[src/rtl/mul_div_unit.sv]
`default_nettype none
// ============================================================================
// Module   : mul_div_unit
// Desc     : HI/LO multiply/divide unit with a two-cycle multiplier and an
//            optional radix-2 restoring divider (define MDU_DIV_EN).
// Revision : 1.0  initial release
// ============================================================================
module mul_div_unit #(
    parameter int WIDTH = 32
) (
    input  logic             clk,
    input  logic             resetn,
    input  logic             start_i,
    input  logic [2:0]       op_i,
    input  logic [WIDTH-1:0] a_i,
    input  logic [WIDTH-1:0] b_i,
    input  logic             cancel_i,
    output logic             busy_o,
    output logic             done_o,
    output logic [WIDTH-1:0] hi_o,
    output logic [WIDTH-1:0] lo_o,
    output logic             dbz_o
);

    localparam logic [2:0] c_OP_MULT  = 3'b000;
    localparam logic [2:0] c_OP_MULTU = 3'b001;
    localparam logic [2:0] c_OP_DIV   = 3'b010;
    localparam logic [2:0] c_OP_DIVU  = 3'b011;
    localparam logic [2:0] c_OP_MTHI  = 3'b100;
    localparam logic [2:0] c_OP_MTLO  = 3'b101;

    typedef enum logic [1:0] {
        S_IDLE = 2'd0,
        S_MUL  = 2'd1,
        S_DIV  = 2'd2,
        S_DONE = 2'd3
    } state_t;

    state_t             r_state;
    logic               r_signed;
    logic               r_mul_ph;
    logic [WIDTH-1:0]   r_a;
    logic [WIDTH-1:0]   r_b;
    logic [2*WIDTH-1:0] r_prod;
    logic [2*WIDTH-1:0] w_prod;
    logic               w_accept;
    logic               w_op_signed;

    assign w_accept    = start_i && !cancel_i && (r_state == S_IDLE || r_state == S_DONE);
    assign w_op_signed = (op_i == c_OP_MULT) || (op_i == c_OP_DIV);

    // Sign-extending both operands to 2*WIDTH makes one multiplier serve MULT and MULTU.
    assign w_prod = {{WIDTH{r_signed & r_a[WIDTH-1]}}, r_a} *
                    {{WIDTH{r_signed & r_b[WIDTH-1]}}, r_b};

`ifdef MDU_DIV_EN
    localparam int                 c_CNT_W    = $clog2(WIDTH + 1);
    localparam logic [c_CNT_W-1:0] c_CNT_LAST = c_CNT_W'(WIDTH);

    logic [WIDTH-1:0]   r_rem;
    logic [WIDTH-1:0]   r_quo;
    logic [WIDTH-1:0]   r_dvs;
    logic [c_CNT_W-1:0] r_cnt;
    logic               r_neg_q;
    logic               r_neg_r;
    logic               r_dbz;
    logic [WIDTH-1:0]   w_a_mag;
    logic [WIDTH-1:0]   w_b_mag;
    logic [WIDTH-1:0]   w_quo_res;
    logic [WIDTH-1:0]   w_rem_res;
    logic [WIDTH:0]     w_shift;
    logic [WIDTH:0]     w_trial;

    assign w_a_mag   = (w_op_signed && a_i[WIDTH-1]) ? -a_i : a_i;
    assign w_b_mag   = (w_op_signed && b_i[WIDTH-1]) ? -b_i : b_i;
    // r_quo doubles as the dividend shift register: its MSB feeds the partial remainder.
    assign w_shift   = {r_rem, r_quo[WIDTH-1]};
    assign w_trial   = w_shift - {1'b0, r_dvs};
    assign w_quo_res = r_neg_q ? -r_quo : r_quo;
    assign w_rem_res = r_neg_r ? -r_rem : r_rem;
`endif

    always_ff @(posedge clk or negedge resetn) begin
        if (!resetn) begin
            r_state  <= S_IDLE;
            r_signed <= 1'b0;
            r_mul_ph <= 1'b0;
            r_a      <= '0;
            r_b      <= '0;
            r_prod   <= '0;
            busy_o   <= 1'b0;
            done_o   <= 1'b0;
            dbz_o    <= 1'b0;
            hi_o     <= '0;
            lo_o     <= '0;
`ifdef MDU_DIV_EN
            r_rem    <= '0;
            r_quo    <= '0;
            r_dvs    <= '0;
            r_cnt    <= '0;
            r_neg_q  <= 1'b0;
            r_neg_r  <= 1'b0;
            r_dbz    <= 1'b0;
`endif
        end else begin
            done_o <= 1'b0;
            case (r_state)
                S_IDLE, S_DONE: begin
                    r_state <= S_IDLE;
                    busy_o  <= 1'b0;
                    if (w_accept) begin
                        dbz_o    <= 1'b0;
                        r_a      <= a_i;
                        r_b      <= b_i;
                        r_signed <= w_op_signed;
                        case (op_i)
                            c_OP_MULT, c_OP_MULTU: begin
                                r_state  <= S_MUL;
                                r_mul_ph <= 1'b0;
                                busy_o   <= 1'b1;
                            end
                            c_OP_DIV, c_OP_DIVU: begin
                                r_state <= S_DIV;
                                busy_o  <= 1'b1;
`ifdef MDU_DIV_EN
                                r_rem   <= '0;
                                r_quo   <= w_a_mag;
                                r_dvs   <= w_b_mag;
                                r_cnt   <= '0;
                                r_neg_q <= w_op_signed && (a_i[WIDTH-1] ^ b_i[WIDTH-1]);
                                r_neg_r <= w_op_signed && a_i[WIDTH-1];
                                r_dbz   <= (b_i == '0);
`endif
                            end
                            c_OP_MTHI: hi_o <= a_i;
                            c_OP_MTLO: lo_o <= a_i;
                            default: ;
                        endcase
                    end
                end

                S_MUL: begin
                    if (cancel_i) begin
                        r_state <= S_IDLE;
                        busy_o  <= 1'b0;
                    end else if (!r_mul_ph) begin
                        r_prod   <= w_prod;
                        r_mul_ph <= 1'b1;
                    end else begin
                        {hi_o, lo_o} <= r_prod;
                        done_o       <= 1'b1;
                        busy_o       <= 1'b0;
                        r_state      <= S_DONE;
                    end
                end

                S_DIV: begin
                    if (cancel_i) begin
                        r_state <= S_IDLE;
                        busy_o  <= 1'b0;
                    end else begin
`ifdef MDU_DIV_EN
                        if (r_cnt != c_CNT_LAST) begin
                            r_cnt <= r_cnt + 1'b1;
                            if (!w_trial[WIDTH]) begin
                                r_rem <= w_trial[WIDTH-1:0];
                                r_quo <= {r_quo[WIDTH-2:0], 1'b1};
                            end else begin
                                r_rem <= w_shift[WIDTH-1:0];
                                r_quo <= {r_quo[WIDTH-2:0], 1'b0};
                            end
                        end else begin
                            hi_o    <= r_dbz ? r_a : w_rem_res;
                            lo_o    <= r_dbz ? '1  : w_quo_res;
                            dbz_o   <= r_dbz;
                            done_o  <= 1'b1;
                            busy_o  <= 1'b0;
                            r_state <= S_DONE;
                        end
`else
                        // Without a divider DIV/DIVU only report completion with the dbz flag.
                        dbz_o   <= 1'b1;
                        done_o  <= 1'b1;
                        busy_o  <= 1'b0;
                        r_state <= S_DONE;
`endif
                    end
                end

                default: begin
                    r_state <= S_IDLE;
                    busy_o  <= 1'b0;
                end
            endcase
        end
    end

endmodule
`default_nettype wire

[config.mk]
export PLATFORM = sky130hd
export DESIGN_NAME = mul_div_unit
export DESIGN_NICKNAME = d
export VERILOG_FILES = /design/src/rtl/mul_div_unit.sv
export SDC_FILE = /design/constraint.sdc
export NUM_CORES = 2
export LEC_CHECK = 0
export ABC_AREA = 1
export CAP_MARGIN = 15
export CORE_MARGIN = 2
export CORE_UTILIZATION = 65
export CTS_CLUSTER_DIAMETER = 150
export DETAILED_ROUTE_END_ITERATION = 16
export DONT_BUFFER_PORTS = 1
export PLACE_DENSITY = 0.87
export SYNTH_ARGS = -nofsm -noshare
export SYNTH_HDL_FRONTEND = slang
export SYNTH_SLANG_ARGS = --single-unit
[constraint.sdc]
create_clock -name clk -period 9.27 [get_ports clk]
set_input_delay 1.854 -clock clk [delete_from_list [all_inputs] [get_ports clk]]
set_output_delay 1.854 -clock clk [all_outputs]
set_load 0.005 [all_outputs]
* Word-level counts from Yosys, hierarchy flattened *
Cells that the tools add are included.

operators by class
  reduce and logical (&&, ||, !) cells = 19
  $mul = 1
  bitwise gates (word level) = 4
  mux-type cells = 31
  equality and inequality tests = 16

operator list
  kind                number
  $mux 32             8
  $pmux 32 s2         2
  $mul 33x33->64      1
  $mux 1              11
  $reduce_and 5->1    2
  $mux 2              4
  $ne 2x2->1 const B  4
  $eq 3x2->1 const B  2
  $eq 3x3->1 const B  2
  $ne 2x1->1 const B  3
  $pmux 1 s2          3
  $pmux 2 s3          1
  $reduce_and 3->1    2
  $reduce_or 2->1     3
  $eq 2x2->1 const B  2
  $pmux 2 s2          1
  $reduce_and 4->1    1
  $reduce_bool 2->1   2
  $reduce_or 4->1     1
  $eq 3x1->1 const B  1
  $logic_not 3->1     1
  $ne 3x3->1 const B  1
  $pmux 1 s3          1
  $and 1x1->1         2
  other kinds (7)     10

storage, ports and cells
  register bits after elaboration = 199
  output and inout port bits = 67
  bits of input ports = 71
  word-level logic and storage cells = 82

* Logic depth before layout (Yosys ltp) *
  depth after elaboration = 5
  mapped depth = 36
  gate-level depth less buffers = 34

* Worst setup path before layout *
Ideal clock, no wire load.

  kind = register -> register
  from = register r_a[31]
  to = register r_prod[63]
  stages on the path, launching flop included = 27
  setup slack = 1,828 ps
  data arrival time = 7,325 ps
  cells stage by stage = dfrtp_1 > buf_2 > clkbuf_1 > nand2_1 > nor2_1 > fa_1 > fa_1 > fa_1 > inv_1 > fa_1 > inv_1 > fa_1 > fa_1 > inv_1 > fa_1 > fa_1 > inv_1 > ha_1 > nand2_1 > nor2_1 > nand2_1 > nor4_2 > nand2_1 > nand2_1 > nand2_1 > nand3_1 > nand2_1

on the way
  cells in the longest elaborated chain, start to end = 2

ends and longest elaborated chain
  item                      line  text
  start: declaration        42    logic [WIDTH-1:0] r_a;
  start signal: assignment  113   r_a <= a_i;
  $and 1x1->1               53    assign w_prod = {{WIDTH{r_signed & r_a[WIDTH-1]}}, r_a} *
  $mul 33x33->64 (*)        53
  end signal: assignment    147   r_prod <= w_prod;
  end: declaration          44    logic [2*WIDTH-1:0] r_prod;

Mark *: on every way between the ends. The rest lies on a longest branch, timed or not.
A chain may end at the register's enable or synchronous reset.

* Worst setup path after layout *
Same ends and word-level chain as after synthesis.

==> impl.org <==
** Global routing
- All-layer global routing usage :: around two fifths
- Via count of the first global-routing pass :: ~43k
- The first global-routing pass estimated about 230 mm of wire.
- Entering global routing, the biggest net connects 200 pins.
- For this run the aggregate overflow at the end of global routing stands at 0.
- The number of antenna violations at the first check in global routing was 7.

** Detailed routing
- The first detailed-routing pass ran for 6 iterations.
- Via count :: 39.2k
- For this block, the routed nets add up to about 140 mm of wire.
- Residual DRC :: 0
- The detailed router finished its first iteration with between 3k and 4k violations.
- Post-detailed-route via-to-cell ratio :: around 5.7
- The count of nets left with antenna violations once routing finished came out at 0.
- Dividing the detail-routed wire length by the instance count gives 21.2 um.

** Cells and area
- Most common cell after layout, fill and taps aside :: nand2_1
- Of the cells placed in the final design, the portion with a size suffix greater than 1 is ~3.2%.
- Signed area change from the synthesized netlist to the final layout :: 2.75%
- Summing all multi-input logic gate instances after layout gives about 36,000 um^2.
- In the final layout, flip-flops and latches occupy approximately 5000 um^2.
- Layout fillers :: about 5.6k
- In the layout the commonest cells are nand2_1 (1,864), inv_1 (1,677), fa_1 (1,125).
- Number of nets in the finished design :: 7,283

** Setup path
- Worst-path maximum fanout :: 25
- Data on the critical path arrives at its endpoint at 8.90 ns.
- Setup CP Type :: reg -> reg
- Worst setup EP type :: flip-flop
- STA classifies the critical path startpoint as a flip-flop.
- STA puts the critical path data required time at around 9.7 ns.

** Status
- Result of the run :: completed

** STA
- Peak Freq :: between 100 and 150 MHz
- For the final routed database, the setup TNS stands at 0 ns.
- Final period utilization :: between 90% and 100%
- The number of hold-slack violations in the final timing report was 0.
- For the pin with the worst max-slew slack, the measured transition is 1.31 ns.
- Unrepaired setup endpoints after global routing :: false
- The number of max-slew violations in the final report was 0.
- Worst relative slew slack :: 12.7%
- Fin worst setup slack :: just under 0.8 ns
- The clock arrives with around 0.024 ns of skew.
- Setup violations remaining at the end of the flow were counted as 0.
- Subtracting the final worst setup slack from the clock period gives ~8.5 ns.

** Clock tree
- TritonCTS clock tree :: built
- Number of buffers inserted by post-CTS setup repair :: 0
- The longest clock path from root to sink contains 2 buffers.
- For this design, the sink count on the clock tree is around 200.
- CTS placed an instance of clkbuf_16 at the clock tree root.
- The later pin in the worst-skew pair is clocked with a latency of around 0.50 ns.
- Clock-pin slew on the worst setup and hold paths :: around 0.10 ns
- Post-cts hold buffer count :: 0
- The H-tree was split into 4 levels.
- Gates resized during post-CTS repair numbered 0.
- Counting the buffers created by CTS gives 17.

** Placed design
- The congestion estimate from routability-driven global placement came to 1.02.
- Placed wire-length estimate after detailed placement :: around 120 mm
- Port bufs :: 0
- Worst-case setup slack after placement :: ~1 ns

** Die
- Die H :: between 200 and 300 um
- Initial core utilization :: 65.9%
- In this run the count of I/O pins placed on the die edge is approximately 140.
- The floorplan step defined a core boundary enclosing 73,200 um^2.
- The die is about 280 um wide.
- Row generation in the floorplan step produced between 90 and 100 rows.
- The floorplan step defined a die boundary enclosing roughly 76,000 um^2.

** Synth
- XOR/XNOR share of the synthesized area :: 0.417%
- Share of synthesized area spent on multiplexers :: 0%
- After Yosys synthesis, and, or, nand and nor cells account for around a fifth of the synthesized area.
- Summing the areas of all compound-gate instances in the mapped netlist gives under 10% of the synthesized area.
- Counting flops and latches in the post-synthesis netlist gives about 200.
- Synthesized area per cell :: a little under 8 um^2
- Number of standard cells after synthesis :: slightly above 6k
- Sequential elements use a little over 10% of the synthesized area.
- Share of synthesized registers carrying an async set or reset :: 100%
- Warnings, synthesis :: 0
- Counting distinct cell types in the post-synthesis netlist gives 41.
- The most used flip-flop cell after synthesis is dfrtp_1.
- Adder-cell share of the synthesized area :: between 50% and 60%
- In this run, synthesis inferred 0 flip-flops with an integrated enable.
- The synthesized netlist occupies a cell area of 48,300 um^2.
- Syn_nets :: about 7.5k
- Largest family of logic cells by synthesized area :: adder cells

** Job
- Across the run, the number of max-cap violations was 0.

** Hold path
- The tightest min-delay check is of the reg -> reg type.
[layer usage]
layer,up-vias,part of all wire [%],GRT usage (%)
met2,2447,47,65.2
met4,12,7.9,25.7
met3,702,10,8.47
li1,16596,-,-
met1,19458,34,48.5
met5,-,0.050,0
[final cells by class]
cell class | instances | share of cell area, %
timing repair buffer | 96 | 1.50
multi-input combinational | 3874 | 72.0
clock buffer | 17 | 0.858
sequential | 199 | 10.0
inverter | 1685 | 12.8
clock inverter | 15 | 0.429
antenna | 2 | 0.0101
tap | 959 | 2.42
[Yosys cell counts (all sizes together), types with 24 or more instances]
cell type,number,area (um^2)
fa,1125,22500
buf,31,224
clkbuf,283,1060
nand2,1872,7050
dfrtp,199,4980
nor2,244,943
ha,214,2680
o21ai,61,324
nand4,24,150
a31oi,68,425
a21oi,71,367
nand3,110,581
inv,1684,6320
[path summary, 6_finish.rpt]
check | from | to | slack [ns] | depth (start not counted)
setup / recovery | r_a[31] | r_prod[63] | 0.77 | 25
hold / removal | r_a[11] | r_a[11] | 0.48 | 2
setup reg to reg | r_a[31] | r_prod[63] | 0.77 | 25
hold reg to reg | r_a[11] | r_a[11] | 0.48 | 2
max in group asynchronous | resetn | r_b[26] | 7.75 | 0
min in group asynchronous | resetn | r_prod[4] | 1.04 | 0
[flip-flops by register name, summed over array words and instances, names as in the netlist]
| name | cells |
|---|---|
| r_prod | 64 |
| hi_o | 32 |
| lo_o | 32 |
| r_a | 32 |
| r_b | 32 |
| r_state | 2 |
| busy_o | 1 |
| dbz_o | 1 |
| done_o | 1 |
| r_mul_ph | 1 |
| r_signed | 1 |
[worst max-delay path, cell delays in order, from the launching register on]
cell and delay (ns):
dfrtp_1 0.59, buf_4 0.39, nand2_1 0.16, nor2_1 0.25, inv_1 0.15, fa_1 0.53, fa_1 1.01, inv_1 0.18
fa_1 0.52, inv_1 0.40, fa_1 0.54, fa_1 0.59, fa_1 0.43, fa_1 0.47, fa_1 0.50, inv_1 0.04
ha_1 0.38, nand2_1 0.12, nor2_1 0.27, nand2_1 0.17, nor4_2 0.34, nand2_1 0.08, nand2_1 0.07, nand2_1 0.05
nand3_1 0.08, nand2_1 0.07
[cell families (layout without fill, tap and decap cells)]
| group | count (synthesis) | in the layout |
|---|---|---|
| compound gates | 223 | 223 |
| xor+xnor | 23 | 23 |
| fa+ha+maj | 1339 | 1339 |
| buf+inv | 1999 | 1813 |
| flops | 199 | 199 |
| other cells | 0 | 2 |
| simple gates | 2289 | 2289 |
[stage by stage]
step / util (%) / instances / hold WS, ns / area [um^2]
final: 67.8 / 6847 / 0.484 / 49600
after global placement: 66.9 / 6813 / 0.459 / 49000
after CTS: 67.7 / 6845 / 0.480 / 49600
after floorplan: - / 6072 / 0.442 / 48300
after global routing: 67.8 / 6846 / 0.515 / 49600
after detailed placement: 66.9 / 6813 / 0.461 / 49000
Power is left out: the tool's default activity adds up to more than one toggle a clock period on the data nets, which glitch-free logic cannot reach.
